--- config.mk ---
export PLATFORM = sky130hd
export DESIGN_NAME = ppl_pc_gen
export DESIGN_NICKNAME = d
export VERILOG_FILES = /design/src/rtl/ppl_pc_gen.sv
export SDC_FILE = /design/constraint.sdc
export NUM_CORES = 1
export LEC_CHECK = 0
export ABC_AREA = 1
export BUFFER_PORTS_ARGS = -buffer_cell sky130_fd_sc_hd__buf_2
export CAP_MARGIN = 20
export CORE_MARGIN = 1.5
export CORE_UTILIZATION = 39
export DETAILED_ROUTE_END_ITERATION = 8
export MAX_ROUTING_LAYER = met4
export SETUP_SLACK_MARGIN = 0.02
export SYNTH_ARGS = -nofsm -noshare
export SYNTH_HDL_FRONTEND = slang
export SYNTH_SLANG_ARGS = --single-unit
--- constraint.sdc ---
create_clock -name clk -period 1.4 [get_ports clk]
set_input_delay 0.07 -clock clk [delete_from_list [all_inputs] [get_ports clk]]
set_output_delay 0.07 -clock clk [all_outputs]
set_load 0.1 [all_outputs]
--- src/rtl/ppl_pc_gen.sv ---
// ppl_pc_gen: fetch-stage program-counter generator with an internal
// next-PC select (sequential step, redirect, exception vector) and a
// one-entry pending slot that holds a redirect arriving during a stall.
//
// Ports:
//   clk         in   rising-edge clock
//   reset       in   asynchronous active-low reset
//   pcContinue  in   advance enable, 0 = stall
//   redirect    in   take redirectPc
//   redirectPc  in   redirect target
//   excReq      in   exception request, load EXC_VECTOR
//   pcOut       out  current fetch address
//   pcValid     out  pcOut is a real fetch
//   redirTaken  out  pcOut was just loaded from a non-sequential target
//   pendValid   out  pending slot occupied
//   alignFault  out  sticky misaligned-redirect flag
//                    (present only with PPL_PC_ALIGN_CHECK_EN)
//
// Optional feature macro: PPL_PC_ALIGN_CHECK_EN

module ppl_pc_gen #(
   parameter int unsigned      WIDTH      = 32,
   parameter int unsigned      STEP       = 4,
   parameter logic [WIDTH-1:0] RESET_PC   = {WIDTH{1'b1}} << 2,
   parameter logic [WIDTH-1:0] EXC_VECTOR = WIDTH'(32'h0000_0180)
) (
   input  logic             clk,
   input  logic             reset,
   input  logic             pcContinue,
   input  logic             redirect,
   input  logic [WIDTH-1:0] redirectPc,
   input  logic             excReq,
   output logic [WIDTH-1:0] pcOut,
   output logic             pcValid,
   output logic             redirTaken,
`ifdef PPL_PC_ALIGN_CHECK_EN
   output logic             pendValid,
   output logic             alignFault
`else
   output logic             pendValid
`endif
);

   localparam logic [WIDTH-1:0] STEP_W = WIDTH'(STEP);

   typedef enum logic [1:0] {
      IDLE = 2'd0,
      RUN  = 2'd1,
      PEND = 2'd2
   } state_t;

   state_t           state;
   logic [WIDTH-1:0] slotPc;
   logic             excFlag;

   logic             alignBad;
   logic             excEff;
   logic             redirEff;
   logic [WIDTH-1:0] nextPc;
   logic             nextNonSeq;

`ifdef PPL_PC_ALIGN_CHECK_EN
   localparam logic [WIDTH-1:0] ALIGN_MASK = STEP_W - WIDTH'(1);
   logic alignFaultQ;

   // A misaligned redirect is promoted to an exception request.
   assign alignBad   = redirect && ((redirectPc & ALIGN_MASK) != '0);
   assign alignFault = alignFaultQ;
`else
   assign alignBad   = 1'b0;
`endif

   assign excEff    = excReq | alignBad;
   assign redirEff  = redirect & ~alignBad;
   assign pendValid = (state == PEND);

   // Target priority: exception > redirect > pending slot > sequential.
   always_comb begin
      nextPc     = pcOut + STEP_W;
      nextNonSeq = 1'b0;
      if (excEff) begin
         nextPc     = EXC_VECTOR;
         nextNonSeq = 1'b1;
      end else if (redirEff) begin
         nextPc     = redirectPc;
         nextNonSeq = 1'b1;
      end else if (state == PEND) begin
         nextPc     = slotPc;
         nextNonSeq = 1'b1;
      end
   end

   always_ff @(posedge clk or negedge reset) begin
      if (!reset) begin
         state       <= IDLE;
         pcOut       <= RESET_PC;
         pcValid     <= 1'b0;
         redirTaken  <= 1'b0;
         slotPc      <= '0;
         excFlag     <= 1'b0;
`ifdef PPL_PC_ALIGN_CHECK_EN
         alignFaultQ <= 1'b0;
`endif
      end else begin
`ifdef PPL_PC_ALIGN_CHECK_EN
         if (alignBad)
            alignFaultQ <= 1'b1;
`endif
         if (pcContinue) begin
            pcOut      <= nextPc;
            pcValid    <= 1'b1;
            redirTaken <= nextNonSeq;
            excFlag    <= 1'b0;
            state      <= RUN;
         end else begin
            redirTaken <= 1'b0;
            if (excEff) begin
               slotPc  <= EXC_VECTOR;
               excFlag <= 1'b1;
               state   <= PEND;
            end else if (redirEff && !excFlag) begin
               // Newer redirect replaces an older one, never an exception.
               slotPc  <= redirectPc;
               state   <= PEND;
            end
         end
      end
   end

endmodule

==> After elaboration in Yosys (flattened, before gate mapping) <==
Cells that the tools add are included.
{ "word_totals": {"word_cells": 29, "register_bits": 69, "ramBits": 0, "romBits": 0, "n_memories": 0, "latchBits": 0} }
{ "classes": {"n_mux": 14, "eq_ne": 1, "n_reduce_logical": 6, "shifts": 0, "n_lt_le_gt_ge": 0, "div": 0, "bitwise_logic": 1, "multipliers": 0, "add_sub_neg": 1} }
{ "ops": {"columns": ["cell", "n"], "rows": [
  ["32-bit 2-to-1 mux", 5],
  ["32-bit by 3-bit adder with 32-bit output (second input constant)", 1],
  ["1-bit 2-to-1 mux", 6],
  ["2-bit 2-to-1 mux", 3],
  ["2-bit nonzero test", 2],
  ["3-bit nonzero test", 1],
  ["2-bit == test (second input constant)", 1],
  ["2-bit AND reduction", 1],
  ["1-bit logical AND", 1],
  ["1-bit logical NOT", 1],
  ["1-bit inverter", 1]
]} }

==> Logic depth before layout (Yosys ltp) <==
Gate-level depths: netlist of run 1.
{ "depth": {"word_depth": 5, "mapped_depth": 11, "ltp_nobuf": 11} }

==> Worst setup path after synthesis of run 1 <==
No wires, ideal clock.
{ "synth_timing": {"path_kind": "reg-to-reg", "from": "register pcOut[3]", "to": "register pcOut[28]", "t_arrival_ns": 1.918, "path_stages_with_launch": 11, "path_slack_ns": -0.594, "setup_ns": 0.076, "cell_sequence": "dfstp_2 ha_1 nand2_1 nor2_4 nand2_4 nor2_2 nand3_1 nand3_1 nand2_1 nand2_1 nand2_1"} }
{ "synth_via": {"elab_chain_cells": 4} }
{ "synth_lines": {"columns": ["element", "line", "text"], "rows": [
  ["start, declared", "33", "output logic [WIDTH-1:0] pcOut,"],
  ["start signal, assigned", "110", "pcOut <= nextPc;"],
  ["32-bit by 3-bit adder with 32-bit output", "79", "nextPc = pcOut + STEP_W;"],
  ["32-bit 2-to-1 mux", "87", "end else if (state == PEND) begin"],
  ["32-bit 2-to-1 mux", "84", "end else if (redirEff) begin"],
  ["32-bit 2-to-1 mux", "81", "if (excEff) begin"]
]} }
Every way passes these cells.
A chain may end at the register's enable or synchronous reset.

==> Worst setup path in the final report of run 1 <==
{ "layout_timing": {"from": "register pcOut[3]", "to": "register pcOut[20]"} }
Same word-level chain as after synthesis.

==> summary.md, run 1 <==
| Metric | Value |
|---|---|
| Outcome | finished with violations |
| Violations in the final reports | negative setup slack |
| Setup ws final | -0.2788 ns |
| Critical Path Sink Type | flip-flop |
| Share of Yosys cell area claimed by the top area cell type | 0.2253 |
| Routed Antenna Nets | 0 |
| Worst-case clock buffer depth | 2 |
| Clock share of power | 0.262 |
| Die ar. | 11750 um2 |
| Largest net degree at the start of global routing | 70 |
| Mapped Area | approximately 4300 um2 |
| Placement Cell Area | 5889 um2 |
| Layout cell share with drive strength beyond 1 | 0.3670 |
| Core Footprint | between 10000 and 15000 um2 |
| Final WL | approximately 15000 um |
| Least-Margin Pin Slew | 0.5684 ns |
| Drt wl/cell | 15.38 um |
| Power per cell area | around 980 nW/um2 |
| Post-synth cell types | 34 |
| First-pass GRT wire length | 22710 um |
| Yosys Warn Count | 0 |
| Hold Worst Slack | ~0.034 ns |
| Total CTS buffers | 9 |
| Reg2reg end | pcOut[20] |
| Syn nets | roughly 700 |
| Number of I/O port buffers | 71 |
| Max-cap viol count | 0 |
| CP max FO | 3 |
| Worst flop-to-flop path startpoint | pcOut[3] |
| Iter 0 DRT Violations | 344 |
| Setup CP Type | flip-flop to flip-flop |
| Num ports | just over 70 |
| Die X | ~110 um |
| Synth Instances | between 600 and 700 |
| Hold crit path type | primary input to flip-flop |
| CP endpoint | pcOut[20] |
| Vias in the first global route | around 4700 |
| CTS tree | yes |
| Synth-to-Final Area Change | 64.27% |
| CTS H-tree lvls | 3 |
| Startpoint class of the critical path | flip-flop |
| Sequential area share after synthesis | 0.4073 |
| Clock root cell | clkbuf_8 |
| Fmax | just under 600 MHz |
| Rel. slew slack | 0.6205 |
| DR vias | ~5000 |
| Clock transition at the registers of the reported paths | roughly 0.08 ns |
| Placer Congestion | 0.9427 |
| CP required | between 1.5 and 2 ns |
| Post-synthesis register bit count | a little under 70 |
| Vias/cell | 5.083 |
| Seq pwr share | 0.357 |
| Nets | 856 |
| Cell taking the most area after synthesis | dfrtp_1 |
| Reg2reg setup slack | -0.28 ns |
| Switching Fraction | 0.3774 |
| Worst Clk Skew | between 0.01 and 0.015 ns |
| Post-Layout Inst Area | ~7000 um2 |
| P_sw | 0.002643 W |
| Maximum vdd drop | roughly 0.59 mV |
| RSZ-0062 raised after global routing | true |
| Final Hold Fails | 0 |
| Initial antenna violation count | 0 |
| Post-route DRC | 0 |
| Detailed placer's ending HPWL | between 9000 and 10000 um |
| Clock Latency Late Sink | roughly 0.36 ns |
| Synth Area per Inst | 6.737 um2 |
| Leakage | roughly 3.3 nW |
| Design internal power | roughly 0.0044 W |
| Worst setup startpoint | pcOut[3] |
| GR Overflow Total | 0 |
| DRT Pass-1 Iters | 5 |
| Fill cells | 904 |
| R2R cell count | 9 |
| Comb power frac | 0.381 |
| Initial core utilization | 0.3996 |
| Post-layout minimum cycle time | around 1.7 ns |
| Die Ht | 108.4 um |
| Arrival @ worst endpoint | around 2 ns |
| Synth top area cells | dfrtp_1 23%, dfstp_2 18%, nand2_1 17%, nor2_1 8.2%, nand3_1 8.1% |
| Max-slew violations | 0 |
| Tcrit/Tclk final | 1.199 |
| Num rows | 38 |
| Ant diodes | 0 |
| Final Setup Violations | 31 |
| Total GRT Usage | 0.2561 |
| CTS Sinks | 69 |
==> critical path, stage by stage, from the launching register on <==
cell and delay, ns:
dfstp_4 0.65, ha_4 0.15, nand2_2 0.07, nor2_4 0.15, nand3_2 0.17, o21bai_1 0.18
nand3_1 0.08, nand2_1 0.07, nand2_1 0.05, nand2_1 0.06
==> cells by family after synthesis <==
| group | count (synthesis) | synth area share |
|---|---|---|
| simple gates | 382 | 0.3749 |
| xor+xnor | 6 | 0.01213 |
| fa+ha+maj | 1 | 0.002888 |
| flops | 69 | 0.4073 |
| compound gates | 82 | 0.1051 |
| buf+inv | 103 | 0.09763 |
==> final cells by class <==
cell class,count,area [um2],area share
Clock buffer,13,202.7,0.02849
Clock inverter,3,21.27,0.002989
Inverter,76,290.3,0.04079
Multi-Input combinational cell,471,2514,0.3533
Sequential cell,69,1866,0.2622
Tap cell,140,175.2,0.02462
Timing Repair Buffer,191,2047,0.2877
==> synth_stat cells, drive strengths merged <==
cell type and instances:
nand2 199, nor2 106, inv 76, nand3 71
o21ai 57, dfrtp 39, dfstp 30, clkbuf 15
buf 11, o21bai 8, a21oi 7, or2 4
o22ai 3, o31ai 3, xnor2 3, xor2 3
a211oi 1, a31o 1, a31oi 1, dlygate4sd1 1
ha 1, nand4 1, nor3b 1, o211ai 1
==> power by group through the flow <==
stage                     Combinational, W  Clock (W)  Sequential [W]
after detailed placement           0.00234          0         0.00251
after global routing               0.00283    0.00194         0.00253
after global placement             0.00232          0         0.00250
after CTS                          0.00253    0.00185         0.00248
after floorplan                   0.000640          0         0.00325
final                              0.00267    0.00183         0.00250
==> metal layers <==
layer,share of wire,up-vias,GRT usage
met1,0.43,2318,0.3260
met3,0.053,36,0.03315
met4,0.027,0,0.09398
li1,-,2371,-
met2,0.49,170,0.4173
met5,0,-,-
==> worst min path at each step <==
stage,startpoint,to,cells after the start
global placement,reset,redirTaken,2
global route,excReq,slotPc[1],2
floorplan,reset,excFlag,0
finish,excReq,slotPc[0],2
detailed placement,reset,pcOut[0],2
CTS,excReq,slotPc[1],2
==> flip-flops by register name (all words and copies together) (netlist names) <==
name / count
slotPc: 32
pcValid: 1
excFlag: 1
state: 2
pcOut: 32
redirTaken: 1
==> cell usage in the layout (no fill, tap or decap), drive strengths merged <==
| master | count |
|---|---|
| nand2 | 199 |
| buf | 157 |
| nor2 | 106 |
| inv | 76 |
| nand3 | 71 |
| o21ai | 57 |
| dfrtp | 39 |
| dlygate4sd3 | 32 |
| dfstp | 30 |
| clkbuf | 15 |
| o21bai | 8 |
| a21oi | 7 |
| or2 | 4 |
| xor2 | 3 |
| xnor2 | 3 |
| o22ai | 3 |
| o31ai | 3 |
| clkinv | 2 |
| nand4 | 1 |
| a31oi | 1 |
| a31o | 1 |
| o211ai | 1 |
| nor3b | 1 |
| a211oi | 1 |
| ha | 1 |
| clkinvlp | 1 |
==> stage by stage <==
| step | total power (W) | setup WS (ns) | setup TNS (ns) | utilization | std cells |
|---|---|---|---|---|---|
| after floorplan | 0.003886 | -0.3732 | -7.591 | - | 643 |
| after global placement | 0.004820 | -0.2710 | -4.171 | 0.5433 | 890 |
| after detailed placement | 0.004847 | -0.2934 | -4.839 | 0.5433 | 890 |
| after CTS | 0.006860 | -0.2430 | -4.902 | 0.6218 | 948 |
| after global routing | 0.007298 | -0.3816 | -8.428 | 0.6564 | 963 |
| final | 0.007002 | -0.2788 | -5.830 | 0.6564 | 963 |
==> repair_timing <==
| action | in CTS | in global routing |
|---|---|---|
| pin swaps | 12 | 18 |
| gates cloned | 0 | 2 |
| hold endpoints to repair | 70 | 0 |
| setup buffers | 11 | 21 |
| endpoints found under the setup margin | 44 | 59 |
| hold buffers | 32 | 0 |
| resized for setup | 69 | 60 |
No activity file was read; power rests on OpenSTA's default activity.
==> inputs of run 2 (changes only) <==
--- a/config.mk
+++ b/config.mk
@@ -5,14 +5,12 @@
 export SDC_FILE = /design/constraint.sdc
 export NUM_CORES = 1
 export LEC_CHECK = 0
-export ABC_AREA = 1
 export BUFFER_PORTS_ARGS = -buffer_cell sky130_fd_sc_hd__buf_2
 export CAP_MARGIN = 20
 export CORE_MARGIN = 1.5
 export CORE_UTILIZATION = 39
 export DETAILED_ROUTE_END_ITERATION = 8
 export MAX_ROUTING_LAYER = met4
-export SETUP_SLACK_MARGIN = 0.02
 export SYNTH_ARGS = -nofsm -noshare
 export SYNTH_HDL_FRONTEND = slang
 export SYNTH_SLANG_ARGS = --single-unit
==> summary.md, run 2 <==
| Metric | Value |
|---|---|
| Outcome | finished with violations |
| Violations in the final reports | negative setup slack |
| Synth Instances | ~480 |
| Maximum vdd drop | roughly 0.56 mV |
| Max-slew violations | 0 |
| Sum of buffers and inverters on the critical path | 0 |
| Vias in the first global route | approximately 4400 |
| Setup CP Type | flip-flop to flip-flop |
| Max-cap viol count | 0 |
| Clock transition at the registers of the reported paths | 0.08 ns |
| RSZ-0062 raised after global routing | true |
| Num rows | 37 |
| Share of Yosys cell area claimed by the top area cell type | 0.2395 |
| Post-synthesis compound-gate area fraction | 0.2736 |
| Top FF cell, synth | dfrtp_1 |
| Post-route DRC | 0 |
| Cell taking the most area after synthesis | dfrtp_1 |
| Final WL | 14720 um |
| Rel. slew slack | 0.6510 |
| Fmax | roughly 500 MHz |
| GR Overflow Total | 0 |
| Post-synthesis register bit count | just under 70 |
| Nets | slightly below 700 |
| TNS Setup | -12.35 ns |
| Power per cell area | 1020 nW/um2 |
| Arrival @ worst endpoint | about 2.3 ns |
| Largest net degree at the start of global routing | 70 |
| Clock Latency Late Sink | roughly 0.36 ns |
| Initial antenna violation count | 0 |
| Vias/cell | roughly 5.8 |
| Synth async-reset ratio | 1.000 |
| Least-Margin Pin Slew | about 0.52 ns |
| Drt wl/cell | 18.66 um |
| Most frequent cell after synthesis | nand2_1 |
| Critical Path Sink Type | flip-flop |
| Detailed placer's ending HPWL | between 10000 and 15000 um |
| Final Setup Violations | 33 |
| Biggest regs | pcOut x32, slotPc x32, state x2 |
| Post-layout minimum cycle time | 1.998 ns |
| Layout cell share with drive strength beyond 1 | 0.4426 |
| Critical-path cell list | ha_4 -> nand3_4 -> or4_4 -> nor4_4 -> a211oi_2 -> o2bb2ai_1 |
| Setup ws final | -0.5980 ns |
| Num ports | 72 |
| Yosys Warn Count | 0 |
| Critical Path Max Stage Delay | between 0.6 and 0.7 ns |
| Die Ht | roughly 110 um |
| Synth top area cells | dfrtp_1 24%, dfstp_2 19%, o21ai_0 6.6%, nand2_1 6.3%, a22oi_1 4.4% |
| Die ar. | about 11000 um2 |
| Commonest cells in the netlist | 68 x nand2_1, 54 x o21ai_0, 39 x dfrtp_1 |
| Multiplexer share of the synthesized area | 0.005220 |
| Slowest CP cell | dfstp_4 |
| Clock root cell | clkbuf_8 |
| Tcrit/Tclk final | 1.427 |
| Core Footprint | 10230 um2 |
| Power Total | approximately 0.0067 W |
| Synth-to-Final Area Change | 62.33% |
| Hold Worst Slack | roughly 0.013 ns |
| Ant diodes | 0 |
| CP max FO | 5 |
| Total CTS buffers | 9 |
| Most common cell after layout, fill and taps aside | buf_4 |
| Worst-case clock buffer depth | 2 |
| Iter 0 DRT Violations | 384 |
| DRT Pass-1 Iters | 6 |
| Post-synthesis simple-gate area fraction | 0.2266 |
| Crit path max-delay family | simple AND/OR/NAND/NOR gates |
| Worst Clk Skew | between 0.007 and 0.008 ns |
| Total GRT Usage | 0.2816 |
| Post-synth EDFFs | 0 |
| Mapped Area | 4075 um2 |
| Xor and xnor area share after synthesis | 0.01290 |
| Syn nets | approximately 520 |
| Final Hold Fails | 0 |
| Combinational family with the most area after synthesis | compound AO/OA/AOI/OAI gates |
| Hold crit path type | primary input to flip-flop |
| CTS tree | yes |
| First-pass GRT wire length | roughly 24000 um |
| Post-synth cell types | 60 |
| Post-Synth Adder-Cell Area | 0.003070 |
| CTS H-tree lvls | 3 |
| Placer Congestion | around 0.92 |
| Startpoint class of the critical path | flip-flop |
| Initial core utilization | 0.3983 |
| CTS Sinks | 69 |
| Synth Area per Inst | between 8 and 9 um2 |
| Highest-count cells in the layout ignoring fill and taps | 78 x buf_4, 63 x nand2_1, 40 x buf_2 |
| Die X | between 100 and 150 um |
| DR vias | between 4000 and 5000 |
| Fill cells | just over 800 |
| Routed Antenna Nets | 0 |
| CP required | about 1.7 ns |
| Number of I/O port buffers | 71 |
| Sequential area share after synthesis | 0.4329 |
| Leakage | 2.771 nW |
[run 2: kinds of logic after synthesis]
logic type | Yosys count
AO/OA/AOI/OAI | 170
flip-flops | 69
buffers and inverters | 47
XOR/XNOR | 6
multiplexers | 2
adder cells (fa/ha/maj) | 1
AND/OR/NAND/NOR | 182
[run 2: stage by stage]
| step | utilization | instance area, um2 | cells | setup WS (ns) |
|---|---|---|---|---|
| floorplan | - | 4253 | 477 | -0.7250 |
| global placement | 0.5673 | 5804 | 744 | -0.4870 |
| detailed placement | 0.5673 | 5804 | 744 | -0.5653 |
| CTS | 0.6200 | 6344 | 783 | -0.5717 |
| global route | 0.6466 | 6615 | 789 | -0.6708 |
| finish | 0.6466 | 6615 | 789 | -0.5980 |
[run 2: worst paths after layout]
check | cells after the start | end | startpoint | slack (ns)
min in group asynchronous | 3 | pcValid | reset | 0.26
setup reg to reg | 6 | pcOut[20] | pcOut[3] | -0.60
setup / recovery | 6 | pcOut[20] | pcOut[3] | -0.60
hold reg to reg | 2 | slotPc[1] | slotPc[1] | 0.47
max in group asynchronous | 3 | pcOut[27] | reset | 0.78
hold / removal | 3 | slotPc[28] | redirectPc[28] | 0.01
[run 2: where the power goes]
part	leakage (nW)	internal (W)	switching, W
Sequential	0.828	0.00234	0.000173
Clock	0.0759	0.000637	0.000833
Combinational	1.87	0.00106	0.00170
[run 2: cell type report]
type	count	area, um2	area share
well taps	136	170.2	0.02572
repair buffers	194	1922	0.2905
inverters	13	51.30	0.007755
flip-flops and latches	69	1847	0.2792
clock inverters	6	40.04	0.006053
clock buffers	10	127.6	0.01929
multi-input cells	361	2457	0.3715
[run 2: repair_timing]
item / CTS / global route
buffers inserted: 14 / 9
hold buffers: 10 / 0
resized for setup: 51 / 55
cloned: 0 / 0
pin swaps: 23 / 29
endpoints found under the hold margin: 48 / 0
setup endpoints to repair: 41 / 68
[run 2: layer usage]
layer | vias up | GRT usage | share of wire | wire [um]
met5 | - | - | 0 | 0
met4 | 0 | 0.08121 | 0.012 | 177
met3 | 28 | 0.08163 | 0.092 | 1353
met2 | 221 | 0.4099 | 0.46 | 6838
met1 | 2200 | 0.3817 | 0.43 | 6353
li1 | 2110 | - | - | -
[run 2: worst register-to-register path, cell delays in order, from the launching register on]
cell,delay (ns)
dfstp_4,0.64
ha_4,0.16
nand3_4,0.10
or4_4,0.55
nor4_4,0.25
a211oi_2,0.06
o2bb2ai_1,0.18
